**config.mk**
```make
export PLATFORM = sky130hd
export DESIGN_NAME = store_rmw_controller_flat
export DESIGN_NICKNAME = d
export VERILOG_FILES = /design/src/rtl/store_rmw_controller_if.sv /design/src/rtl/store_rmw_controller.sv /design/src/flat_wrapper.sv
export SDC_FILE = /design/constraint.sdc
export NUM_CORES = 1
export LEC_CHECK = 0
export ABC_AREA = 0
export BUFFER_PORTS_ARGS = -buffer_cell sky130_fd_sc_hd__buf_2
export CAP_MARGIN = 20
export CORE_MARGIN = 3
export CORE_UTILIZATION = 30
export CTS_CLUSTER_SIZE = 40
export DETAILED_ROUTE_END_ITERATION = 12
export PLACE_DENSITY_LB_ADDON = 0.15
export SYNTH_ARGS = -nofsm -noshare
export SYNTH_HDL_FRONTEND = slang
export SYNTH_SLANG_ARGS = --single-unit
```
**constraint.sdc**
```tcl
create_clock -name clk -period 4.6 [get_ports clk]
set_input_delay 0.46 -clock clk [delete_from_list [all_inputs] [get_ports clk]]
set_output_delay 0.46 -clock clk [all_outputs]
set_load 0.03 [all_outputs]
```
**src/rtl/store_rmw_controller_if.sv**
```systemverilog
// Store request and data-memory port bundle for store_rmw_controller.
// master = pipeline + memory side, slave = the controller.
interface store_rmw_controller_if #(
   parameter int unsigned MEM_ADDR_W = 10
) ();
   logic                  req_valid;
   logic                  req_ready;
   logic [31:0]           req_addr;
   logic [31:0]           req_wdata;
   logic [2:0]            req_funct3;
   logic                  mem_rd_en;
   logic [MEM_ADDR_W-1:0] mem_addr;
   logic [31:0]           mem_rdata;
   logic                  mem_wr_en;
   logic [31:0]           mem_wdata;
   logic                  done;
   logic                  store_err;

   modport master (
      output req_valid, req_addr, req_wdata, req_funct3, mem_rdata,
      input  req_ready, mem_rd_en, mem_addr, mem_wr_en, mem_wdata, done, store_err
   );

   modport slave (
      input  req_valid, req_addr, req_wdata, req_funct3, mem_rdata,
      output req_ready, mem_rd_en, mem_addr, mem_wr_en, mem_wdata, done, store_err
   );
endinterface

```
**src/rtl/store_rmw_controller.sv**
```systemverilog
// MEM-stage store sequencer: word stores write directly, byte/half stores
// do read-merge-write on the single-port synchronous data memory.
module store_rmw_controller #(
   parameter int unsigned MEM_ADDR_W = 10
) (
   input logic                   clk,
   input logic                   reset,
   store_rmw_controller_if.slave bus
);

   typedef enum logic [2:0] {IDLE, READ, MERGE, WRITE, ERR} state_t;

   localparam logic [2:0] F3_SB = 3'b000;
   localparam logic [2:0] F3_SH = 3'b001;
   localparam logic [2:0] F3_SW = 3'b010;

   state_t                state, state_nxt;
   logic                  half_q, half_nxt;
   logic [1:0]            off_q, off_nxt;
   logic [15:0]           data_q, data_nxt;
   logic                  rd_en_q, rd_en_nxt;
   logic                  wr_en_q, wr_en_nxt;
   logic                  done_q, done_nxt;
   logic                  err_q, err_nxt;
   logic [MEM_ADDR_W-1:0] addr_q, addr_nxt;
   logic [31:0]           wdata_q, wdata_nxt;
   logic [31:0]           merged_c;
   logic [1:0]            req_off_c;
   logic                  unused_addr_bits;

   assign req_off_c        = bus.req_addr[1:0];
   assign unused_addr_bits = ^bus.req_addr[31:MEM_ADDR_W+2];

   // Lane merge of the latched store data into the word read back from memory.
   always_comb begin
      merged_c = bus.mem_rdata;
      unique case ({half_q, off_q})
         3'b000:  merged_c = {bus.mem_rdata[31:8], data_q[7:0]};
         3'b001:  merged_c = {bus.mem_rdata[31:16], data_q[7:0], bus.mem_rdata[7:0]};
         3'b010:  merged_c = {bus.mem_rdata[31:24], data_q[7:0], bus.mem_rdata[15:0]};
         3'b011:  merged_c = {data_q[7:0], bus.mem_rdata[23:0]};
         3'b100:  merged_c = {bus.mem_rdata[31:16], data_q[15:0]};
         3'b110:  merged_c = {data_q[15:0], bus.mem_rdata[15:0]};
         default: merged_c = bus.mem_rdata;
      endcase
   end

   // Next state plus next value of every registered output.
   always_comb begin
      state_nxt = state;
      half_nxt  = half_q;
      off_nxt   = off_q;
      data_nxt  = data_q;
      addr_nxt  = addr_q;
      wdata_nxt = wdata_q;
      rd_en_nxt = 1'b0;
      wr_en_nxt = 1'b0;
      done_nxt  = 1'b0;
      err_nxt   = 1'b0;

      unique case (state)
         IDLE: begin
            if (bus.req_valid) begin
               half_nxt = (bus.req_funct3 == F3_SH);
               off_nxt  = req_off_c;
               data_nxt = bus.req_wdata[15:0];
               addr_nxt = bus.req_addr[MEM_ADDR_W+1:2];
               if (bus.req_funct3 == F3_SW && req_off_c == 2'b00) begin
                  state_nxt = WRITE;
                  wdata_nxt = bus.req_wdata;
                  wr_en_nxt = 1'b1;
                  done_nxt  = 1'b1;
               end else if (bus.req_funct3 == F3_SB ||
                            (bus.req_funct3 == F3_SH && !req_off_c[0])) begin
                  state_nxt = READ;
                  rd_en_nxt = 1'b1;
               end else begin
                  state_nxt = ERR;
                  err_nxt   = 1'b1;
                  done_nxt  = 1'b1;
               end
            end
         end
         READ:  state_nxt = MERGE;
         MERGE: begin
            state_nxt = WRITE;
            wdata_nxt = merged_c;
            wr_en_nxt = 1'b1;
            done_nxt  = 1'b1;
         end
         WRITE:   state_nxt = IDLE;
         ERR:     state_nxt = IDLE;
         default: state_nxt = IDLE;
      endcase
   end

   always_ff @(posedge clk or posedge reset) begin
      if (reset) begin
         state   <= IDLE;
         half_q  <= 1'b0;
         off_q   <= 2'b00;
         data_q  <= 16'h0;
         addr_q  <= '0;
         wdata_q <= 32'h0;
         rd_en_q <= 1'b0;
         wr_en_q <= 1'b0;
         done_q  <= 1'b0;
         err_q   <= 1'b0;
      end else begin
         state   <= state_nxt;
         half_q  <= half_nxt;
         off_q   <= off_nxt;
         data_q  <= data_nxt;
         addr_q  <= addr_nxt;
         wdata_q <= wdata_nxt;
         rd_en_q <= rd_en_nxt;
         wr_en_q <= wr_en_nxt;
         done_q  <= done_nxt;
         err_q   <= err_nxt;
      end
   end

   assign bus.req_ready = (state == IDLE);
   assign bus.mem_rd_en = rd_en_q;
   assign bus.mem_wr_en = wr_en_q;
   assign bus.mem_addr  = addr_q;
   assign bus.mem_wdata = wdata_q;
   assign bus.done      = done_q;
   assign bus.store_err = err_q;

endmodule

```
**src/flat_wrapper.sv**
```systemverilog
// flat-port wrapper written by rule: the top's interface ports become plain ports
module store_rmw_controller_flat 
#(
   parameter int unsigned MEM_ADDR_W = 10
)
  (clk, reset, bus_req_valid, bus_req_addr, bus_req_wdata, bus_req_funct3, bus_mem_rdata, bus_req_ready, bus_mem_rd_en, bus_mem_addr, bus_mem_wr_en, bus_mem_wdata, bus_done, bus_store_err);
  store_rmw_controller_if #(.MEM_ADDR_W(MEM_ADDR_W)) bus_i ();
  input logic clk;
  input logic reset;
  input wire logic [$bits(bus_i.req_valid)-1:0] bus_req_valid;
  input wire logic [$bits(bus_i.req_addr)-1:0] bus_req_addr;
  input wire logic [$bits(bus_i.req_wdata)-1:0] bus_req_wdata;
  input wire logic [$bits(bus_i.req_funct3)-1:0] bus_req_funct3;
  input wire logic [$bits(bus_i.mem_rdata)-1:0] bus_mem_rdata;
  output wire logic [$bits(bus_i.req_ready)-1:0] bus_req_ready;
  output wire logic [$bits(bus_i.mem_rd_en)-1:0] bus_mem_rd_en;
  output wire logic [$bits(bus_i.mem_addr)-1:0] bus_mem_addr;
  output wire logic [$bits(bus_i.mem_wr_en)-1:0] bus_mem_wr_en;
  output wire logic [$bits(bus_i.mem_wdata)-1:0] bus_mem_wdata;
  output wire logic [$bits(bus_i.done)-1:0] bus_done;
  output wire logic [$bits(bus_i.store_err)-1:0] bus_store_err;
  assign bus_i.req_valid = bus_req_valid;
  assign bus_i.req_addr = bus_req_addr;
  assign bus_i.req_wdata = bus_req_wdata;
  assign bus_i.req_funct3 = bus_req_funct3;
  assign bus_i.mem_rdata = bus_mem_rdata;
  assign bus_req_ready = bus_i.req_ready;
  assign bus_mem_rd_en = bus_i.mem_rd_en;
  assign bus_mem_addr = bus_i.mem_addr;
  assign bus_mem_wr_en = bus_i.mem_wr_en;
  assign bus_mem_wdata = bus_i.mem_wdata;
  assign bus_done = bus_i.done;
  assign bus_store_err = bus_i.store_err;
  store_rmw_controller #(.MEM_ADDR_W(MEM_ADDR_W)) u_core (.clk(clk), .reset(reset), .bus(bus_i));
endmodule
```
==> impl_metrics.env, run 1 <==
export IMPL_outcome="complete, no violations"
export IMPL_grt_pass1_vias=3092
export IMPL_syn_num_nets=443
export IMPL_antenna_found_initial=0
export IMPL_die_h_um=117
export IMPL_rsz0062_at_grt="false"
export IMPL_grt_max_degree=66
export IMPL_end_kind="flop"
export IMPL_fin_nets=556
export IMPL_via_per_inst=5.18
export IMPL_fmax_ghz=0.427
export IMPL_area_growth_pct=25.8
export IMPL_crit_fanout=26
export IMPL_drv_cap=0
export IMPL_postCtsSetupBuffers=0
export IMPL_path_clk_slew_ns=0.06
export IMPL_skew_ns=0.00916
export IMPL_postCtsHoldBufs=0
export IMPL_start_kind="flop"
export IMPL_min_path_type="input port to async pin"
export IMPL_via_count=3115
export IMPL_tightestPinTransition_ns=1.02
export IMPL_cp_required_ns=4.82
export IMPL_post_dp_hpwl_um=7160
export IMPL_power_density_nw_per_um2=785
export IMPL_synth_avg_cell_area_sq_um=10.8
export IMPL_row_count=39
export IMPL_antenna_cells=0
export IMPL_yosysTopAreaCellShare=0.462
export IMPL_cts_inserted_buffers=9
export IMPL_max_slew_margin=0.321
export IMPL_finalCritPeriodShare=0.509
export IMPL_finalHoldViolations=0
export IMPL_dieArea_sq_um=13600
export IMPL_clk_latency_ns=0.32
export IMPL_ant_nets=0
export IMPL_yosysSeqAreaShare=0.462
export IMPL_fill_cells=1186
export IMPL_gp_congestion=0.778
export IMPL_rrSetupSlack_ns=2.26
export IMPL_grt_pass1_wl_um=16800
export IMPL_cts_resized=0
export IMPL_drt_pass1_iterations=5
export IMPL_grt_overflow_total=0
export IMPL_setup_violations=0
export IMPL_synth_cell_types=33
export IMPL_timing_critical_path_from="u_core.off_q[1]"
export IMPL_cts_tree="yes"
export IMPL_synthCells=341
export IMPL_setup_tns_ns=0
export IMPL_avgRoutedWirePerCell_um=18.0
export IMPL_cts_root_buf="clkbuf_16"
export IMPL_clock_sinks=68
export IMPL_cts_buffer_depth=2
export IMPL_h_tree_depth=3
export IMPL_post_route_min_period_ns=2.34
export IMPL_final_cell_mix="128 x buf_2, 68 x dfrtp_1, 51 x nand2_1, 32 x mux2i_1, 32 x a32oi_1"
export IMPL_die_x_um=117
export IMPL_critical_path_arrival_ns=2.56
export IMPL_finalWirelength_um=10800
export IMPL_io_buffers=128
export IMPL_start_util=0.314
export IMPL_track_usage=0.160
export IMPL_reg2reg_from="u_core.off_q[1]"
export IMPL_io_pins=149
export IMPL_ys_ff_latch=68
export IMPL_leakagePower_nw=2.21
export IMPL_drive_above_1_share=0.391
export IMPL_multi_input_area_sq_um=1770
export IMPL_mostFrequentLayoutCell="buf_2"
export IMPL_ir_worst_vdd_mv=0.364
export IMPL_crit_type="flop to flop"
export IMPL_synthTopCellsByArea="dfrtp_1 46%, mux2i_1 8.7%, mux2_4 8.2%, a32oi_1 7.6%, nand2_1 5.3%"
export IMPL_synth_top_cell_by_area="dfrtp_1"
export IMPL_maxSlewViolCount=0
export IMPL_fp_coreArea_sq_um=11700
export IMPL_timing_hold_ws_ns=0.246
export IMPL_seq_area_sq_um=1700
export IMPL_drc=0
export IMPL_drt_iter0_markers=301
export IMPL_netlist_area_sq_um=3680
export IMPL_synth_warnings=0
-- metrics by stage --
stage | total power, mW | std cells | setup slack (ns) | instance area (sq um) | util
after global routing | 3.89 | 601 | 2.06 | 4630 | 0.395
final | 3.63 | 601 | 2.26 | 4630 | 0.395
after floorplan | 2.49 | 341 | 2.43 | 3680 | -
after global placement | 2.94 | 586 | 2.37 | 4340 | 0.370
after detailed placement | 2.97 | 586 | 2.34 | 4340 | 0.370
after CTS | 3.67 | 601 | 2.32 | 4630 | 0.395
-- where the power goes --
part | switching (mW) | internal (mW)
Clock | 0.262 | 0.416
Sequential | 0.307 | 0.895
Combinational | 1.07 | 0.687
Total | 1.63 | 2.00
-- sequential cells by signal, indices dropped and copies added, names as in the netlist --
signal / cells
u_core.bus.store_err: 1
u_core.off_q: 2
u_core.bus.done: 1
u_core.half_q: 1
u_core.bus.mem_rd_en: 1
u_core.bus.mem_addr: 10
u_core.bus.mem_wdata: 32
u_core.bus.mem_wr_en: 1
u_core.data_q: 16
u_core.state: 3
-- area by class of cell --
| class | count | share of cell area |
|---|---|---|
| well taps | 143 | 0.0387 |
| flip-flops and latches | 68 | 0.368 |
| clock buffers | 9 | 0.0487 |
| multi-input cells | 239 | 0.383 |
| repair buffers | 132 | 0.145 |
| inverters | 4 | 0.00324 |
| clock inverters | 6 | 0.0143 |
-- worst paths after layout --
check | cells after the start | to
setup / recovery | 4 | u_core.bus.mem_wdata[26]
hold / removal | 2 | u_core.bus.mem_rd_en
setup reg to reg | 4 | u_core.bus.mem_wdata[26]
hold reg to reg | 1 | u_core.bus.mem_addr[9]
max in group asynchronous | 3 | u_core.data_q[7]
min in group clk | 3 | u_core.bus.mem_wdata[18]
-- cells in the mapped netlist (all sizes together) --
library cell / count
dfrtp: 68
nand2: 52
a32oi: 32
mux2i: 32
mux2: 26
buf: 21
o21ai: 19
nand3: 18
a21oi: 16
o211ai: 16
clkbuf: 9
nand2b: 8
nor2: 5
inv: 4
a211oi: 3
and3: 2
nor2b: 2
o21a: 2
a22o: 1
and2: 1
and4bb: 1
nor3: 1
o22a: 1
o31ai: 1
-- per-layer routing --
metal | routed length, um | GRT usage | share of wire
met1 | 4810 | 0.216 | 0.44
met2 | 5100 | 0.256 | 0.47
met3 | 713 | 0.0378 | 0.066
met4 | 180 | 0.0443 | 0.017
met5 | 0 | 0 | 0
-- logic make-up after synthesis --
group	after synthesis	synth area share
flip-flops	68	0.462
multiplexers	58	0.187
AO/OA/AOI/OAI	91	0.173
AND/OR/NAND/NOR	90	0.120
buffers and inverters	34	0.0575
-- critical path, cell delays in order, from the launching register on --
cell	delay (ns)
dfrtp_1	0.95
inv_1	0.64
o21ai_0	0.30
nand2_1	0.07
a32oi_1	0.26
Note: power is estimated with default switching activity, not from simulation.
==> run 2, diff against run 1 <==
==> constraint.sdc (replaced) <==
create_clock -name clk -period 1.9 [get_ports clk]
set_input_delay 0.19 -clock clk [delete_from_list [all_inputs] [get_ports clk]]
set_output_delay 0.19 -clock clk [all_outputs]
set_load 0.03 [all_outputs]
==> impl_metrics.env, run 2 (same netlist as run 1, synthesis figures left out) <==
export IMPL_grt_pass1_vias=3201
export IMPL_fp_coreArea_sq_um=11700
export IMPL_maxSlewViolCount=0
export IMPL_io_buffers=128
export IMPL_stdcell_count=618
export IMPL_placed_area_sq_um=4500
export IMPL_setup_tns_ns=0
export IMPL_via_count=3159
export IMPL_setup_violations=0
export IMPL_min_path_type="input port to flop"
export IMPL_finalHoldViolations=0
export IMPL_cts_root_buf="clkbuf_16"
export IMPL_critical_path_arrival_ns=1.85
export IMPL_avgRoutedWirePerCell_um=17.1
export IMPL_track_usage=0.155
export IMPL_area_growth_pct=30.4
export IMPL_grt_pass1_wl_um=16400
export IMPL_drive_above_1_share=0.411
export IMPL_via_per_inst=5.11
export IMPL_cp_buffers_inverters=1
export IMPL_grt_overflow_total=0
export IMPL_fin_nets=572
export IMPL_gp_congestion=0.791
export IMPL_mostFrequentLayoutCell="buf_2"
export IMPL_crit_type="flop to flop"
export IMPL_leakagePower_nw=2.30
export IMPL_outcome="complete, no violations"
export IMPL_holdPathStages=2
export IMPL_ir_worst_vdd_mv=0.656
export IMPL_drt_iter0_markers=266
export IMPL_io_pins=149
export IMPL_cts_inserted_buffers=9
export IMPL_dieArea_sq_um=13600
export IMPL_final_cell_mix="128 x buf_2, 68 x dfrtp_1, 51 x nand2_1, 32 x mux2i_1, 32 x a32oi_1"
export IMPL_cts_resized=0
export IMPL_start_util=0.314
export IMPL_h_tree_depth=3
export IMPL_post_route_min_period_ns=1.65
export IMPL_clock_sinks=68
export IMPL_die_h_um=117
export IMPL_clk_latency_ns=0.33
export IMPL_finalWirelength_um=10600
export IMPL_row_count=39
export IMPL_start_kind="flop"
export IMPL_post_route_cell_area_sq_um=4800
export IMPL_drv_cap=0
export IMPL_drc=0
export IMPL_r2r_cells=4
export IMPL_crit_fanout=13
export IMPL_crit_family="simple AND/OR/NAND/NOR gates"
export IMPL_max_slew_margin=0.711
export IMPL_crit_chain="nor3_4, and2_2, buf_4, mux2_1"
export IMPL_placedCellCount=601
export IMPL_grt_max_degree=69
export IMPL_finalCritPeriodShare=0.866
export IMPL_drt_pass1_iterations=4
export IMPL_fill_cells=1171
export IMPL_post_dp_hpwl_um=7410
export IMPL_cp_required_ns=2.11
export IMPL_antenna_found_initial=0
export IMPL_path_clk_slew_ns=0.06
export IMPL_die_x_um=117
export IMPL_power_density_nw_per_um2=1860
export IMPL_end_kind="flop"
export IMPL_largest_reg_flops=32
export IMPL_utilization=0.410
export IMPL_tightestPinTransition_ns=0.433
export IMPL_rsz0062_at_grt="false"
export IMPL_crit_path_top_delay_cell="dfrtp_1"
export IMPL_ant_nets=0
export IMPL_critical_path_max_stage_delay_ns=0.43
export IMPL_path_depth=4
export IMPL_skew_ns=0.00865
export IMPL_cts_tree="yes"
export IMPL_fmax_ghz=0.608
export IMPL_antenna_cells=0
export IMPL_cts_buffer_depth=2
run 2: changes by cell type in the layout (fill, tap and decap cells not counted), sizes merged:
cell         change
buf             +15
bufinv           -1
dlygate4sd3      +1
inv              +1
clkbuf           +1
run 2: area by class of cell:
cell class | instances | area [sq um] | area share
Tap cell | 143 | 179 | 0.0373
Timing Repair Buffer | 148 | 843 | 0.176
Clock buffer | 10 | 239 | 0.0498
Multi-Input combinational cell | 239 | 1770 | 0.369
Sequential cell | 68 | 1700 | 0.355
Clock inverter | 6 | 46.3 | 0.00965
Inverter | 4 | 18.8 | 0.00391
run 2: timing repair:
item                      4_1_cts  5_1_grt
hold buffers                    1        0
hold endpoints to repair       68        0
buffers inserted                0        0
run 2: metal layers:
metal / global-route usage / part of all wire / vias to the layer above
met5: 0 / 0 / -
met4: 0.0474 / 0.012 / 0
met3: 0.0394 / 0.064 / 9
met2: 0.259 / 0.49 / 103
met1: 0.197 / 0.44 / 1526
li1: - / - / 1521
run 2: path summary, 6_finish.rpt:
| kind | from | slack, ns | endpoint |
|---|---|---|---|
| max in group asynchronous | reset | 1.10 | u_core.data_q[10] |
| worst min-delay path | bus_req_addr[3] | 0.09 | u_core.bus.mem_addr[1] |
| worst max-delay path | u_core.state[0] | 0.25 | u_core.data_q[0] |
| worst min register to register | u_core.bus.mem_addr[6] | 0.51 | u_core.bus.mem_addr[6] |
| worst max register to register | u_core.state[0] | 0.25 | u_core.data_q[0] |
| min in group asynchronous | reset | 0.51 | u_core.bus.mem_rd_en |
run 2: per-stage QoR:
step           hold slack (ns)  worst slack [ns]  total power [mW]
6_report                0.0881             0.255              8.94
3_3_place_gp             0.326             0.313              7.36
2_1_floorplan            0.287             0.197              6.02
5_1_grt                 0.0790             0.164              9.54
3_5_place_dp             0.331             0.250              7.42
4_1_cts                 0.0754             0.235              9.06
run 2: power by group:
part	total, mW	internal, mW	switching (mW)	leakage (nW)
combinational	4.58	1.87	2.71	1.36
clock	1.60	0.928	0.674	0.135
sequential	2.76	2.17	0.592	0.808
==> run 3, diff against run 2 <==
--- a/config.mk
+++ b/config.mk
@@ -9,7 +9,7 @@
 export BUFFER_PORTS_ARGS = -buffer_cell sky130_fd_sc_hd__buf_2
 export CAP_MARGIN = 20
 export CORE_MARGIN = 3
-export CORE_UTILIZATION = 30
+export CORE_UTILIZATION = 44
 export CTS_CLUSTER_SIZE = 40
 export DETAILED_ROUTE_END_ITERATION = 12
 export PLACE_DENSITY_LB_ADDON = 0.15
==> impl_metrics.env, run 3 (same netlist as run 1, synthesis figures left out) <==
export IMPL_outcome="complete, no violations"
export IMPL_drv_cap=0
export IMPL_antenna_cells=0
export IMPL_die_h_um=97.5
export IMPL_fmax_ghz=0.589
export IMPL_maxSlewViolCount=0
export IMPL_fill_cells=727
export IMPL_power_density_nw_per_um2=1800
export IMPL_h_tree_depth=3
export IMPL_ant_nets=0
export IMPL_grt_pass1_vias=3190
export IMPL_clk_latency_ns=0.34
export IMPL_grt_pass1_wl_um=16100
export IMPL_drt_pass1_iterations=4
export IMPL_drt_iter0_markers=145
export IMPL_crit_fanout=16
export IMPL_clock_sinks=68
export IMPL_setup_tns_ns=0
export IMPL_start_util=0.464
export IMPL_rsz0062_at_grt="false"
export IMPL_tightestPinTransition_ns=1.13
export IMPL_row_count=32
export IMPL_mostFrequentLayoutCell="buf_2"
export IMPL_postCtsSetupBuffers=0
export IMPL_timing_hold_ws_ns=0.0751
export IMPL_finalCritPeriodShare=0.894
export IMPL_utilization=0.581
export IMPL_end_kind="flop"
export IMPL_dieArea_sq_um=9500
export IMPL_via_per_inst=5.55
export IMPL_finalWirelength_um=9820
export IMPL_setup_violations=0
export IMPL_finalHoldViolations=0
export IMPL_crit_type="flop to flop"
export IMPL_min_to="u_core.bus.mem_wdata[18]"
export IMPL_preCtsSetupSlack_ns=0.237
export IMPL_cts_tree="yes"
export IMPL_cts_buffer_depth=2
export IMPL_post_route_min_period_ns=1.70
export IMPL_placedCellCount=559
export IMPL_post_dp_hpwl_um=7190
export IMPL_min_delay_start="bus_req_wdata[18]"
export IMPL_finalPower_mw=8.26
export IMPL_cp_required_ns=2.15
export IMPL_postCtsHoldBufs=1
export IMPL_drc=0
export IMPL_start_kind="flop"
export IMPL_cts_resized=0
export IMPL_track_usage=0.208
export IMPL_grt_overflow_total=0
export IMPL_largest_reg_flops=32
export IMPL_gp_congestion=0.858
export IMPL_grt_max_degree=40
export IMPL_reg2reg_from="u_core.off_q[0]"
export IMPL_io_pins=149
export IMPL_cts_inserted_buffers=9
export IMPL_critical_path_arrival_ns=1.95
export IMPL_avgRoutedWirePerCell_um=17.0
export IMPL_stdcell_count=576
export IMPL_rrSetupSlack_ns=0.20
export IMPL_path_clk_slew_ns=0.08
export IMPL_holdPathStages=3
export IMPL_fin_ws_ns=0.202
export IMPL_final_cell_mix="128 x buf_2, 68 x dfrtp_1, 51 x nand2_1, 32 x mux2i_1, 32 x a32oi_1"
export IMPL_placed_area_sq_um=4430
export IMPL_min_path_type="input port to flop"
export IMPL_antenna_found_initial=0
export IMPL_fin_nets=571
export IMPL_skew_ns=0.0164
export IMPL_fp_coreArea_sq_um=7930
export IMPL_via_count=3198
export IMPL_drive_above_1_share=0.403
export IMPL_ir_worst_vdd_mv=0.709
export IMPL_leakagePower_nw=2.24
export IMPL_rr_endpoint="u_core.bus.mem_wdata[26]"
export IMPL_die_x_um=97.5
export IMPL_io_buffers=128
export IMPL_r2r_cells=3
export IMPL_cts_root_buf="clkbuf_8"
export IMPL_post_route_cell_area_sq_um=4600
export IMPL_area_growth_pct=25.1
export IMPL_max_slew_margin=0.247
-- run 3: changes by cell type in the layout (fill, tap and decap cells not counted), sizes merged --
cell and delta:
buf -1, clkbuf +2, clkinv +1, clkinvlp -1, inv -2
-- run 3: worst max path at each step --
stage,from,endpoint,slack (ns)
after detailed placement,u_core.off_q[0],u_core.bus.mem_wdata[26],0.24
after global routing,u_core.off_q[0],u_core.bus.mem_wdata[31],0.09
final,u_core.off_q[0],u_core.bus.mem_wdata[26],0.20
after global placement,u_core.off_q[0],u_core.bus.mem_wdata[11],0.25
after CTS,u_core.half_q,u_core.bus.mem_wdata[26],0.22
after floorplan,u_core.state[0],u_core.bus.mem_addr[0],0.20
-- run 3: area by class of cell --
class,count,area (sq um),share of cell area
timing repair buffer,147,823,0.179
clock inverter,4,26.3,0.00571
multi-input combinational,239,1770,0.385
inverter,4,18.8,0.00408
tap,102,128,0.0277
clock buffer,12,135,0.0294
sequential,68,1700,0.370
-- run 3: metal layers --
layer | vias up | GRT usage | wire, um
li1 | 1519 | - | -
met1 | 1537 | 0.263 | 4090
met2 | 136 | 0.357 | 4880
met3 | 6 | 0.0495 | 780
met4 | 0 | 0.0564 | 72
met5 | - | 0 | 0
-- run 3: critical path, cell delays in order, from the launching register on --
cell and delay [ns]:
dfrtp_1 0.39, nor2_1 0.85, a32oi_1 0.11, a32oi_1 0.26
-- run 3: power breakdown --
group | internal [mW] | leakage [nW] | switching, mW
sequential | 2.17 | 0.808 | 0.561
clock | 0.473 | 0.0803 | 0.540
combinational | 1.79 | 1.35 | 2.73
total | 4.43 | 2.24 | 3.83
